==> src/rtl/sgm_pkg.sv <==
// sgm_pkg: shared constants and state encoding for the sample playback path.
package sgm_pkg;
    localparam int SGM_WORD_W = 32;
    localparam int SGM_SAMPLE_W = 8;
    localparam int SGM_DAC_W = 12;
    localparam int SGM_BYTES_PER_WORD = SGM_WORD_W / SGM_SAMPLE_W;
    localparam logic [SGM_DAC_W-1:0] SGM_MIDSCALE = 12'h080;
    typedef enum logic [1:0] {IDLE, PRIME, PLAY, STALL} state_e;
endpackage

==> src/rtl/sample_rate_divider.sv <==
// sample_rate_divider: counts clocks between samples; restart forces an immediate tick.
module sample_rate_divider #(
    parameter int DIV_W = 32
) (
    input  logic             clk,
    input  logic             reset_n,
    input  logic             en,
    input  logic             restart,
    input  logic [DIV_W-1:0] div_m1,
    output logic             tick
);
    logic [DIV_W-1:0] div_cnt_q, div_cnt_d;

    always_comb begin
        tick = en && (restart || div_cnt_q == div_m1);
        div_cnt_d = (en && !tick) ? div_cnt_q + 1'b1 : '0;
    end

    always_ff @(posedge clk or negedge reset_n) begin
        if (!reset_n) div_cnt_q <= '0;
        else          div_cnt_q <= div_cnt_d;
    end
endmodule

==> src/rtl/sample_playback_streamer.sv <==
// sample_playback_streamer: unpacks FIFO words low byte first and paces the
// resulting 8-bit samples onto the DAC amplitude at a programmable rate.
module sample_playback_streamer
    import sgm_pkg::*;
#(
    parameter int WORD_W = SGM_WORD_W,
    parameter int SAMPLE_W = SGM_SAMPLE_W,
    parameter int DAC_W = SGM_DAC_W,
    parameter int DIV_W = 32,
    parameter logic [DAC_W-1:0] MIDSCALE = SGM_MIDSCALE
) (
    input  logic              clk,
    input  logic              reset_n,
    input  logic              play_trig,
    input  logic              stop,
    input  logic [DIV_W-1:0]  rate_div,
    input  logic [DIV_W-1:0]  total_samples,
    input  logic [WORD_W-1:0] fifo_dout,
    input  logic              fifo_empty,
    output logic              fifo_rd_en,
    output logic [DAC_W-1:0]  ampl,
    output logic              busy,
    output logic              underrun,
    output logic              done
);
    localparam int NB = WORD_W / SAMPLE_W;
    localparam int IW = (NB > 1) ? $clog2(NB) : 1;

    state_e            state_q, state_d;
    logic [2:0]        trig_sync_q, trig_sync_d;
    logic [DIV_W-1:0]  rate_q, rate_d, total_q, total_d, sample_cnt_q, sample_cnt_d;
    logic [WORD_W-1:0] cur_word_q, cur_word_d, nxt_word_q, nxt_word_d;
    logic              nxt_valid_q, nxt_valid_d, rd_en_q, rd_en_d, rd_pend_q, rd_pend_d;
    logic              play_entry_q, play_entry_d, done_q, done_d, underrun_q, underrun_d;
    logic [IW-1:0]     idx_q, idx_d;
    logic [DAC_W-1:0]  ampl_q, ampl_d;
    logic [DIV_W-1:0]  div_m1, cnt_inc;
    logic              trig_edge, tick, last_byte;

    assign trig_edge = trig_sync_q[1] & ~trig_sync_q[2];
    assign div_m1 = (rate_q == '0) ? '0 : rate_q - 1'b1;
    assign cnt_inc = sample_cnt_q + 1'b1;
    assign last_byte = (idx_q == IW'(NB - 1));

    sample_rate_divider #(.DIV_W(DIV_W)) u_div (
        .clk(clk), .reset_n(reset_n), .en(state_q == PLAY),
        .restart(play_entry_q), .div_m1(div_m1), .tick(tick)
    );

    always_comb begin
        state_d = state_q;
        trig_sync_d = {trig_sync_q[1:0], play_trig};
        rate_d = rate_q;
        total_d = total_q;
        sample_cnt_d = sample_cnt_q;
        cur_word_d = cur_word_q;
        idx_d = idx_q;
        ampl_d = ampl_q;
        underrun_d = underrun_q;
        done_d = 1'b0;
        play_entry_d = 1'b0;
        rd_pend_d = rd_en_q;
        nxt_word_d = rd_pend_q ? fifo_dout : nxt_word_q;
        nxt_valid_d = nxt_valid_q | rd_pend_q;
        case (state_q)
            IDLE: begin
                ampl_d = MIDSCALE;
                nxt_valid_d = 1'b0;
                if (trig_edge) begin
                    rate_d = rate_div;
                    total_d = total_samples;
                    underrun_d = 1'b0;
                    sample_cnt_d = '0;
                    idx_d = '0;
                    state_d = PRIME;
                end
            end
            PRIME, STALL: begin
                if (state_q == STALL) underrun_d = 1'b1;
                if (nxt_valid_q) begin
                    cur_word_d = nxt_word_q;
                    nxt_valid_d = 1'b0;
                    idx_d = '0;
                    play_entry_d = 1'b1;
                    state_d = PLAY;
                end
            end
            PLAY: begin
                if (tick) begin
                    ampl_d = {{(DAC_W-SAMPLE_W){1'b0}}, cur_word_q[SAMPLE_W*int'(idx_q) +: SAMPLE_W]};
                    idx_d = last_byte ? '0 : idx_q + 1'b1;
                    sample_cnt_d = (&sample_cnt_q) ? sample_cnt_q : cnt_inc;
                    if (last_byte && nxt_valid_q) begin
                        cur_word_d = nxt_word_q;
                        nxt_valid_d = 1'b0;
                    end else if (last_byte) begin
                        state_d = STALL;
                    end
                    if (total_q != '0 && cnt_inc == total_q) begin
                        done_d = 1'b1;
                        state_d = IDLE;
                    end
                end
            end
            default: state_d = IDLE;
        endcase
        // abort overrides completion; an in-flight read still lands and is dropped in IDLE
        if (state_q != IDLE && stop) begin
            state_d = IDLE;
            ampl_d = MIDSCALE;
            done_d = 1'b0;
        end
        rd_en_d = (state_d != IDLE) && !nxt_valid_d && !rd_en_q && !rd_pend_q && !fifo_empty;
    end

    always_ff @(posedge clk or negedge reset_n) begin
        if (!reset_n) begin
            state_q <= IDLE;
            trig_sync_q <= '0;
            rate_q <= '0;
            total_q <= '0;
            sample_cnt_q <= '0;
            cur_word_q <= '0;
            nxt_word_q <= '0;
            nxt_valid_q <= 1'b0;
            rd_en_q <= 1'b0;
            rd_pend_q <= 1'b0;
            play_entry_q <= 1'b0;
            idx_q <= '0;
            ampl_q <= MIDSCALE;
            done_q <= 1'b0;
            underrun_q <= 1'b0;
        end else begin
            state_q <= state_d;
            trig_sync_q <= trig_sync_d;
            rate_q <= rate_d;
            total_q <= total_d;
            sample_cnt_q <= sample_cnt_d;
            cur_word_q <= cur_word_d;
            nxt_word_q <= nxt_word_d;
            nxt_valid_q <= nxt_valid_d;
            rd_en_q <= rd_en_d;
            rd_pend_q <= rd_pend_d;
            play_entry_q <= play_entry_d;
            idx_q <= idx_d;
            ampl_q <= ampl_d;
            done_q <= done_d;
            underrun_q <= underrun_d;
        end
    end

    assign fifo_rd_en = rd_en_q;
    assign ampl = ampl_q;
    assign busy = (state_q != IDLE);
    assign underrun = underrun_q;
    assign done = done_q;
endmodule

==> config.mk <==
export PLATFORM = sky130hd
export DESIGN_NAME = sample_playback_streamer
export DESIGN_NICKNAME = d
export VERILOG_FILES = /design/src/rtl/sgm_pkg.sv /design/src/rtl/sample_rate_divider.sv /design/src/rtl/sample_playback_streamer.sv
export SDC_FILE = /design/constraint.sdc
export NUM_CORES = 1
export LEC_CHECK = 0
export BUFFER_PORTS_ARGS = -buffer_cell sky130_fd_sc_hd__clkbuf_2
export CORE_MARGIN = 3
export CORE_UTILIZATION = 40
export DETAILED_ROUTE_END_ITERATION = 8
export SYNTH_ARGS = -nofsm -noshare
export SYNTH_HDL_FRONTEND = slang
export SYNTH_SLANG_ARGS = --single-unit
==> constraint.sdc <==
create_clock -name clk -period 12.75 [get_ports clk]
set_clock_uncertainty 0.1 [all_clocks]
set_input_delay 0.6375 -clock clk [delete_from_list [all_inputs] [get_ports clk]]
set_output_delay 0.6375 -clock clk [all_outputs]
set_load 0.02 [all_outputs]
Yosys cells after proc, flatten, opt, wreduce, memory -nomap -nowiden
Cells that the tools add are included.
- output and inout bits: 16
- bits in registers: 217
- input port bits: 101
- word-level logic and storage cells: 108
- mux-type cells: 39
- equal/unequal tests: 13
- reductions and logical operators: 32
- shift-type cells: 1
- bitwise logic cells: 3
- $add $sub $neg: 4
- operators with widths (operator ; number):
    32-bit 2-to-1 mux ; 8
    32-bit one-hot mux with 2 select lines ; 2
    32-bit by 1-bit adder with 32-bit output (second input constant) ; 2
    32-bit equality test ; 2
    32-bit zero test ; 1
    32-bit AND reduction ; 1
    32-bit nonzero test ; 1
    32-bit by 6-bit indexed part select with 8-bit output ; 1
    32-bit by 1-bit subtractor with 32-bit output (second input constant) ; 1
    12-bit 2-to-1 mux ; 2
    12-bit one-hot mux with 2 select lines ; 1
    2-bit 2-to-1 mux ; 11
    2-bit != test (second input constant) ; 6
    2-bit one-hot mux with 3 select lines ; 2
    1-bit 2-to-1 mux ; 11
    2-bit nonzero test ; 5
    1-bit logical AND ; 9
    4-bit AND reduction ; 2
    2-bit equality test (second input constant) ; 3
    3-bit AND reduction ; 2
    1-bit zero test ; 5
    2-bit AND reduction ; 2
    3-bit != test (second input constant) ; 1
    1-bit one-hot mux with 3 select lines ; 1
    other kinds (10) ; 10

Longest topological paths before layout
Gate-level depths: netlist (run 1).
- depth in word-level cells: 13
- mapped depth: 15
- depth with buffers taken out: 13

Hierarchy
Synthesis (run 1) repeated with hierarchy kept, for this count alone.
- cells, all modules: 1059
- area total of the unflattened synthesis: 11384.7 sq um
- modules (own cells, without submodules) (module ; cells an instance ; area each (sq um) ; instances):
    sample_playback_streamer ; 852 ; 9389.0 ; 1
    sample_rate_divider ; 207 ; 1995.7 ; 1

Worst setup path before layout (run 1)
OpenSTA, ideal clock, no wires.
- path kind: reg-to-reg
- from: register rate_q[0]
- to: register cur_word_q[10]
- path slack: 8.703 ns
- path buffers: 2
- required time: 12.522 ns
- stages on the path, launching flop included: 16
- arrival time: 3.820 ns
- library setup time: 0.128 ns
- period minus slack after synthesis: 4.047 ns
- cells stage by stage: dfrtp_1 > inv_1 > ha_1 > nor3b_1 > nand3_1 > clkbuf_1 > or4_1 > nand3_1 > o2111ai_1 > nor4_1 > nand4_1 > o21ba_2 > o22ai_1 > nand2_1 > buf_2 > mux2_1
- word-level cells in the longest chain between the ends: 7
- elaborated cells on any way between the ends: 8
- those cells by class: 1 x add/sub; 2 x eq/ne; 1 x mux; 4 x reduce/logical
- RTL lines (item ; RTL line ; text):
    from (decl) ; sample_playback_streamer.sv:31 ; logic [DIV_W-1:0] rate_q, rate_d, total_q, total_d, sample_cnt_q, sample_cnt_d;
    from (signal assigned) ; sample_playback_streamer.sv:136 ; rate_q <= rate_d;
    32-bit by 1-bit subtractor with 32-bit output / 32-bit zero test (equally long branches) ; sample_playback_streamer.sv:41 ; assign div_m1 = (rate_q == '0) ? '0 : rate_q - 1'b1;
    32-bit 2-to-1 mux (*) ; sample_playback_streamer.sv:41 ;
    32-bit equality test (*) ; sample_rate_divider.sv:15 ; tick = en && (restart || div_cnt_q == div_m1);
    1-bit logical OR (*) ; sample_rate_divider.sv:15 ;
    1-bit logical AND (*) ; sample_rate_divider.sv:15 ;
    2-bit != test (no source line) (*) ; n/a ;
    4-bit AND reduction (no source line) (*) ; n/a ;
    to (signal assigned) ; sample_playback_streamer.sv:139 ; cur_word_q <= cur_word_d;
    to (decl) ; sample_playback_streamer.sv:32 ; logic [WORD_W-1:0] cur_word_q, cur_word_d, nxt_word_q, nxt_word_d;
Mark *: on every way between the ends. The rest lies on a longest branch, timed or not.
A chain may end at the register's enable or synchronous reset.

Final worst setup path (run 1)
- from: register rate_q[0]
- to: register sample_cnt_q[4]
- word-level cells in the longest chain between the ends: 7
- elaborated cells on any way between the ends: 8
- those cells by class: 1 x add/sub; 2 x eq/ne; 1 x mux; 4 x reduce/logical
- RTL lines (item ; RTL line ; text):
    32-bit by 1-bit subtractor with 32-bit output / 32-bit zero test (equally long branches) ; sample_playback_streamer.sv:41 ;
    32-bit 2-to-1 mux (*) ; sample_playback_streamer.sv:41 ;
    32-bit equality test (*) ; sample_rate_divider.sv:15 ;
    1-bit logical OR (*) ; sample_rate_divider.sv:15 ;
    1-bit logical AND (*) ; sample_rate_divider.sv:15 ;
    2-bit != test (no source line) (*) ; n/a ;
    4-bit AND reduction (no source line) (*) ; n/a ;
    to (signal assigned) ; sample_playback_streamer.sv:138 ; sample_cnt_q <= sample_cnt_d;
    to (decl) ; sample_playback_streamer.sv:31 ;
Marks and branches as above.

==> results of run 1 <==
## final cells by class
class,count,area share
clock buffer,34,0.0507
clock inverter,11,0.00901
inverter,19,0.00524
multi-input combinational,982,0.460
sequential,213,0.392
tap,384,0.0353
timing repair buffer,123,0.0480
## worst max-delay path, cell delays in order, from the launching register on
cell and delay (ps):
dfrtp_1 400, inv_1 140, ha_1 200, nor3b_1 820, nand3_1 660, nor3_2 690, nand2_1 100, a2111o_1 420
nor4_1 250, nand4_1 220, o21ba_2 380, nor2_2 590, nor2_1 390, a211o_1 370
## worst paths after layout
path                                     start               to  slack, ps  cells after the start
max in group asynchronous              reset_n       rate_q[10]      11250                      2
worst max-delay path                 rate_q[0]  sample_cnt_q[4]       6900                     13
worst min-delay path                   reset_n       rate_q[18]         30                      1
min in group clk                     play_trig   trig_sync_q[0]        100                      1
worst min register to register  trig_sync_q[0]   trig_sync_q[1]        250                      0
worst max register to register       rate_q[0]  sample_cnt_q[4]       6900                     13
## per-layer routing
| metal | GRT usage | up-vias | wire length [um] |
|---|---|---|---|
| met5 | 0 | - | 0 |
| li1 | - | 4762 | - |
| met2 | 0.334 | 227 | 15600 |
| met4 | 0.0399 | 0 | 613 |
| met1 | 0.293 | 4932 | 15100 |
| met3 | 0.0290 | 42 | 1520 |
## sequential cells by signal, summed over array words and instances (netlist names)
name / cells
rate_q: 32
sample_cnt_q: 32
play_entry_q: 1
nxt_valid_q: 1
idx_q: 2
trig_sync_q: 3
underrun: 1
u_div.div_cnt_q: 32
done: 1
nxt_word_q: 32
state_q: 2
cur_word_q: 32
rd_pend_q: 1
fifo_rd_en: 1
ampl: 8
total_q: 32
## power groups by stage
stage	clock network, W	registers, W	logic, W
after global placement	0	0.00102	0.000592
after floorplan	0	0.000947	0.000482
final	0.000707	0.00101	0.000602
after global routing	0.000758	0.00104	0.000676
after CTS	0.000729	0.00102	0.000607
after detailed placement	0	0.00103	0.000603
## cell families (layout without fill, tap and decap cells)
logic type,count (synthesis),after routing
and+or+nand+nor,592,592
DFF,213,213
AOI/OAI and AO/OA,194,194
buffers and inverters,108,187
xor gates and xnor gates,103,103
muxes,81,81
adders and majority gates,8,8
other,1,4
## layout by cell type, fill, tap and decap left out, types with 12 or more instances in the layout
cell | synthesis | layout
mux2_1 | 14 | 14
clkbuf_2 | 0 | 111
dfrtp_1 | 212 | 212
nand3_1 | 43 | 43
clkbuf_16 | 0 | 25
and3_1 | 27 | 27
mux2_2 | 51 | 51
nand2b_1 | 12 | 12
nor2_1 | 92 | 91
or4_1 | 17 | 17
o21ai_0 | 38 | 38
a21oi_1 | 39 | 39
nand4_1 | 32 | 32
inv_1 | 19 | 19
xnor2_1 | 64 | 64
a31oi_1 | 18 | 18
xor2_1 | 38 | 38
nor3_1 | 28 | 28
nor4_1 | 33 | 33
or3_1 | 13 | 13
nand2_1 | 244 | 244
## metrics by stage
stage                     instances  setup WS (ps)  area [um^2]  hold WS [ps]   util
final                          1766           6900        13600          33.5  0.467
after global routing           1766           6580        13600          80.6  0.467
after CTS                      1766           6960        13600          61.0  0.467
after detailed placement       1721           6980        12800           241  0.439
after global placement         1721           7140        12800           233  0.439
after floorplan                1303           8700        12000           231      -
==> flow_metrics.tcl, run 1 <==
set metrics [dict create \
    status "finished, final reports clean" \
    dieArea_um2 32200 \
    ir_drop_v 0.000118 \
    cts_inserted_buffers 25 \
    dr.pass1.iters 5 \
    synthAdderAreaFrac 0.00833 \
    grt_pass1_wl_um 53000 \
    viasPerCell 5.64 \
    ys_top_cells_by_area "dfrtp_1 44%, nand2_1 7.6%, mux2_2 4.8%" \
    total_power_w 0.00232 \
    rsz0062_at_grt "false" \
    power.internal_w 0.00154 \
    gp_congestion 0.881 \
    post_cts_resized 0 \
    synth_cell_type_count 79 \
    ys_async_sr_fraction 1.00 \
    antenna_cells 0 \
    synth_xor_area_frac 0.0763 \
    port-buffer-count 112 \
    yosys.cell_count.top_type "nand2_1" \
    clkPwrFrac 0.304 \
    maxCapViolCount 0 \
    fillers 2855 \
    setup_viol 0 \
    wl_per_cell_um 18.6 \
    yosysSeqAreaShare 0.444 \
    combPwrFrac 0.259 \
    vias 9963 \
    drtAntennaViolNets 0 \
    p_per_area_nw_per_um2 171 \
    finalCriticalPeriod_ps 5850 \
    finalMaxSlewViolations 0 \
    synth_edf_count 0 \
    place_hpwl_um 22900 \
    startpoint_type "flop" \
    clk_latency_ps 540 \
    drtIter0Drc 690 \
    fin_tns_setup_ps 0 \
    crit_type "reg2reg" \
    start_util 0.412 \
    cts_tree "done" \
    syn-cell-area_um2 12000 \
    worst_pin_slew_ps 1190 \
    drc 0 \
    synth-simple-area-share 0.240 \
    synthCells 1300 \
    synth_top_family_by_area "simple AND/OR/NAND/NOR gates" \
    fp.dieH_um 179 \
    nets 1473 \
    cts_sinks 213 \
    htreeDepth 1 \
    core_um2 29200 \
    avgSynthCellArea_um2 9.24 \
    rows 62 \
    gr-total-overflow 0 \
    p_switching_w 0.000781 \
    gr-usage-all-layers 0.204 \
    fmax_mhz 171 \
    cts_max_path_buffers 3 \
    leakagePower_nw 6.05 \
    crit_path_end_kind "flop" \
    clkTransAtPathRegs_ps 60 \
    swShare 0.336 \
    grt_max_degree 108 \
    cp_max_fo 15 \
    cts_hold_buf 0 \
    synth.area.mux_share 0.0826 \
    pwr-share-seq 0.436 \
    min_period_over_period 0.459 \
    root_buffer "clkbuf_16" \
    synthTopCellsByCount "244 x nand2_1, 212 x dfrtp_1, 92 x nor2_1" \
    drt-total-wl_um 32800 \
    hold_viol 0 \
    ios 117 \
    multi_input_area_um2 6260 \
    postCtsSetupRepairBufs 0 \
    synth_compound_area_frac 0.112 \
    layout-drive-gt1-share 0.182 \
    fp.dieW_um 179 \
    yosysWarningCount 0 \
    synth_top_cell_by_area "dfrtp_1" \
    worstPathRequired_ps 13060 \
    grt_pass1_vias 9610 \
    regArea_um2 5330 \
    syn_to_final_growth_pct 13.3 \
    cp_data_arrival_time_ps 6160 \
    synth_seq_cells 213 \
    hold_path.class "in2async" \
    yosys.area.top_type_share 0.442 \
    relSlewSlack 0.196 \
    antenna_found_initial 0 \
    synth_ff_type "dfrtp_1" \
]
No activity file was read; power rests on OpenSTA's default activity.
==> run 2: changes to the inputs <==
Clock period 12.75 ns to 4.8 ns, I/O delays scaled along.
==> flow_metrics.tcl, run 2 (synthesized netlist as in run 1, its figures left out) <==
set metrics [dict create \
    finalCriticalPeriod_ps 4460 \
    drc 0 \
    htreeDepth 1 \
    root_buffer "clkbuf_16" \
    gp_congestion 0.937 \
    ios 117 \
    fp.dieW_um 179 \
    layout-drive-gt1-share 0.191 \
    start_util 0.412 \
    crit_path_end_kind "flop" \
    multi_input_area_um2 6270 \
    cts_tree "done" \
    viasPerCell 5.41 \
    setup_viol 0 \
    syn_to_final_growth_pct 23.6 \
    final_common_cell "nand2_1" \
    wl_per_cell_um 17.6 \
    stdcell_count 1898 \
    startpoint_type "flop" \
    maxCapViolCount 0 \
    cts_sinks 213 \
    hold_viol 0 \
    clk_latency_ps 550 \
    crit_type "reg2reg" \
    finalMaxSlewViolations 0 \
    placed_area_um2 13000 \
    cp_data_arrival_time_ps 4780 \
    antenna_cells 0 \
    gr-total-overflow 0 \
    worstPathRequired_ps 5120 \
    regArea_um2 5330 \
    drt-total-wl_um 33400 \
    cts_inserted_buffers 26 \
    pwr-share-seq 0.426 \
    gr-usage-all-layers 0.210 \
    grt_pass1_wl_um 54700 \
    cp_max_fo 32 \
    dieArea_um2 32200 \
    power.internal_w 0.00416 \
    ir_drop_v 0.000279 \
    rsz0062_at_grt "false" \
    fmax_mhz 224 \
    dp.cells 1752 \
    swShare 0.337 \
    setup_ws_ps 339 \
    place_ws_ps 200 \
    combPwrFrac 0.278 \
    clkTransAtPathRegs_ps 60 \
    hold_path.class "in2reg" \
    antenna_found_initial 0 \
    leakagePower_nw 6.63 \
    fin_area_um2 14900 \
    dr.pass1.iters 5 \
    min_period_over_period 0.929 \
    grt_max_degree 97 \
    vias 10269 \
    grt_pass1_vias 10367 \
    layout_common_cells "244 x nand2_1, 212 x dfrtp_1, 111 x clkbuf_2, 99 x dlygate4sd3_1, 91 x nor2_1" \
    status "finished, final reports clean" \
    drtIter0Drc 793 \
    p_per_area_nw_per_um2 423 \
    p_switching_w 0.00212 \
    nets 1604 \
    worst_pin_slew_ps 1010 \
    drtAntennaViolNets 0 \
    cts_max_path_buffers 3 \
    rows 62 \
    port-buffer-count 112 \
    fin_tns_setup_ps 0 \
    clkPwrFrac 0.296 \
    fp.dieH_um 179 \
    place_hpwl_um 23000 \
    fillers 2729 \
    core_um2 29200 \
    relSlewSlack 0.326 \
]
==> run 2: final cells by class <==
class	count	share of cell area
clock buffer	34	0.0492
clock inverter	13	0.00649
inverter	19	0.00480
multi-input combinational	982	0.422
sequential	213	0.359
tap	384	0.0323
timing repair buffer	253	0.126
==> run 2: path summary, 6_finish.rpt <==
check,slack [ps],from,to,cells past startpoint
worst max-delay path,340,rate_q[17],cur_word_q[5],12
worst min-delay path,60,stop,state_q[0],3
worst max register to register,340,rate_q[17],cur_word_q[5],12
worst min register to register,250,trig_sync_q[0],trig_sync_q[1],0
max in group asynchronous,3290,reset_n,ampl[7],3
min in group asynchronous,230,reset_n,rate_q[14],2
==> run 2: repair_timing <==
action,in CTS,in global routing
endpoints found under the hold margin,191,0
endpoints found under the setup margin,0,36
hold buffers,99,0
resized for setup,0,1
setup buffers,0,0
==> run 2: routing by layer <==
| layer | global-route usage | vias up | wire (um) |
|---|---|---|---|
| met1 | 0.287 | 4947 | 15000 |
| met3 | 0.0326 | 69 | 1670 |
| li1 | - | 5010 | - |
| met5 | 0 | - | 0 |
| met2 | 0.350 | 243 | 15800 |
| met4 | 0.0564 | 0 | 920 |
==> run 2: stage by stage <==
step	util	hold slack [ps]	total power, W
after CTS	0.509	32.9	0.00635
after global routing	0.509	70.9	0.00669
final	0.509	57.1	0.00628
after detailed placement	0.447	230	0.00439
after global placement	0.447	213	0.00435
after floorplan	-	-156	0.00380
==> run 2: critical path, cell delays in order (launching register included) <==
cell,delay [ps]
dfrtp_1,450
or4_1,610
or3_4,450
or3_1,520
nor3_1,300
nor3_1,80
nor4_1,300
nand4_1,270
o21ba_2,390
o22ai_1,150
nand2_1,70
buf_4,260
mux2_1,360
==> run 2: power groups by stage <==
stage                     logic [W]  clock network, W  registers [W]
final                       0.00175           0.00186        0.00268
after global routing        0.00195           0.00199        0.00274
after detailed placement    0.00169                 0        0.00270
after global placement      0.00166                 0        0.00269
after CTS                   0.00176           0.00191        0.00268
after floorplan             0.00128                 0        0.00252
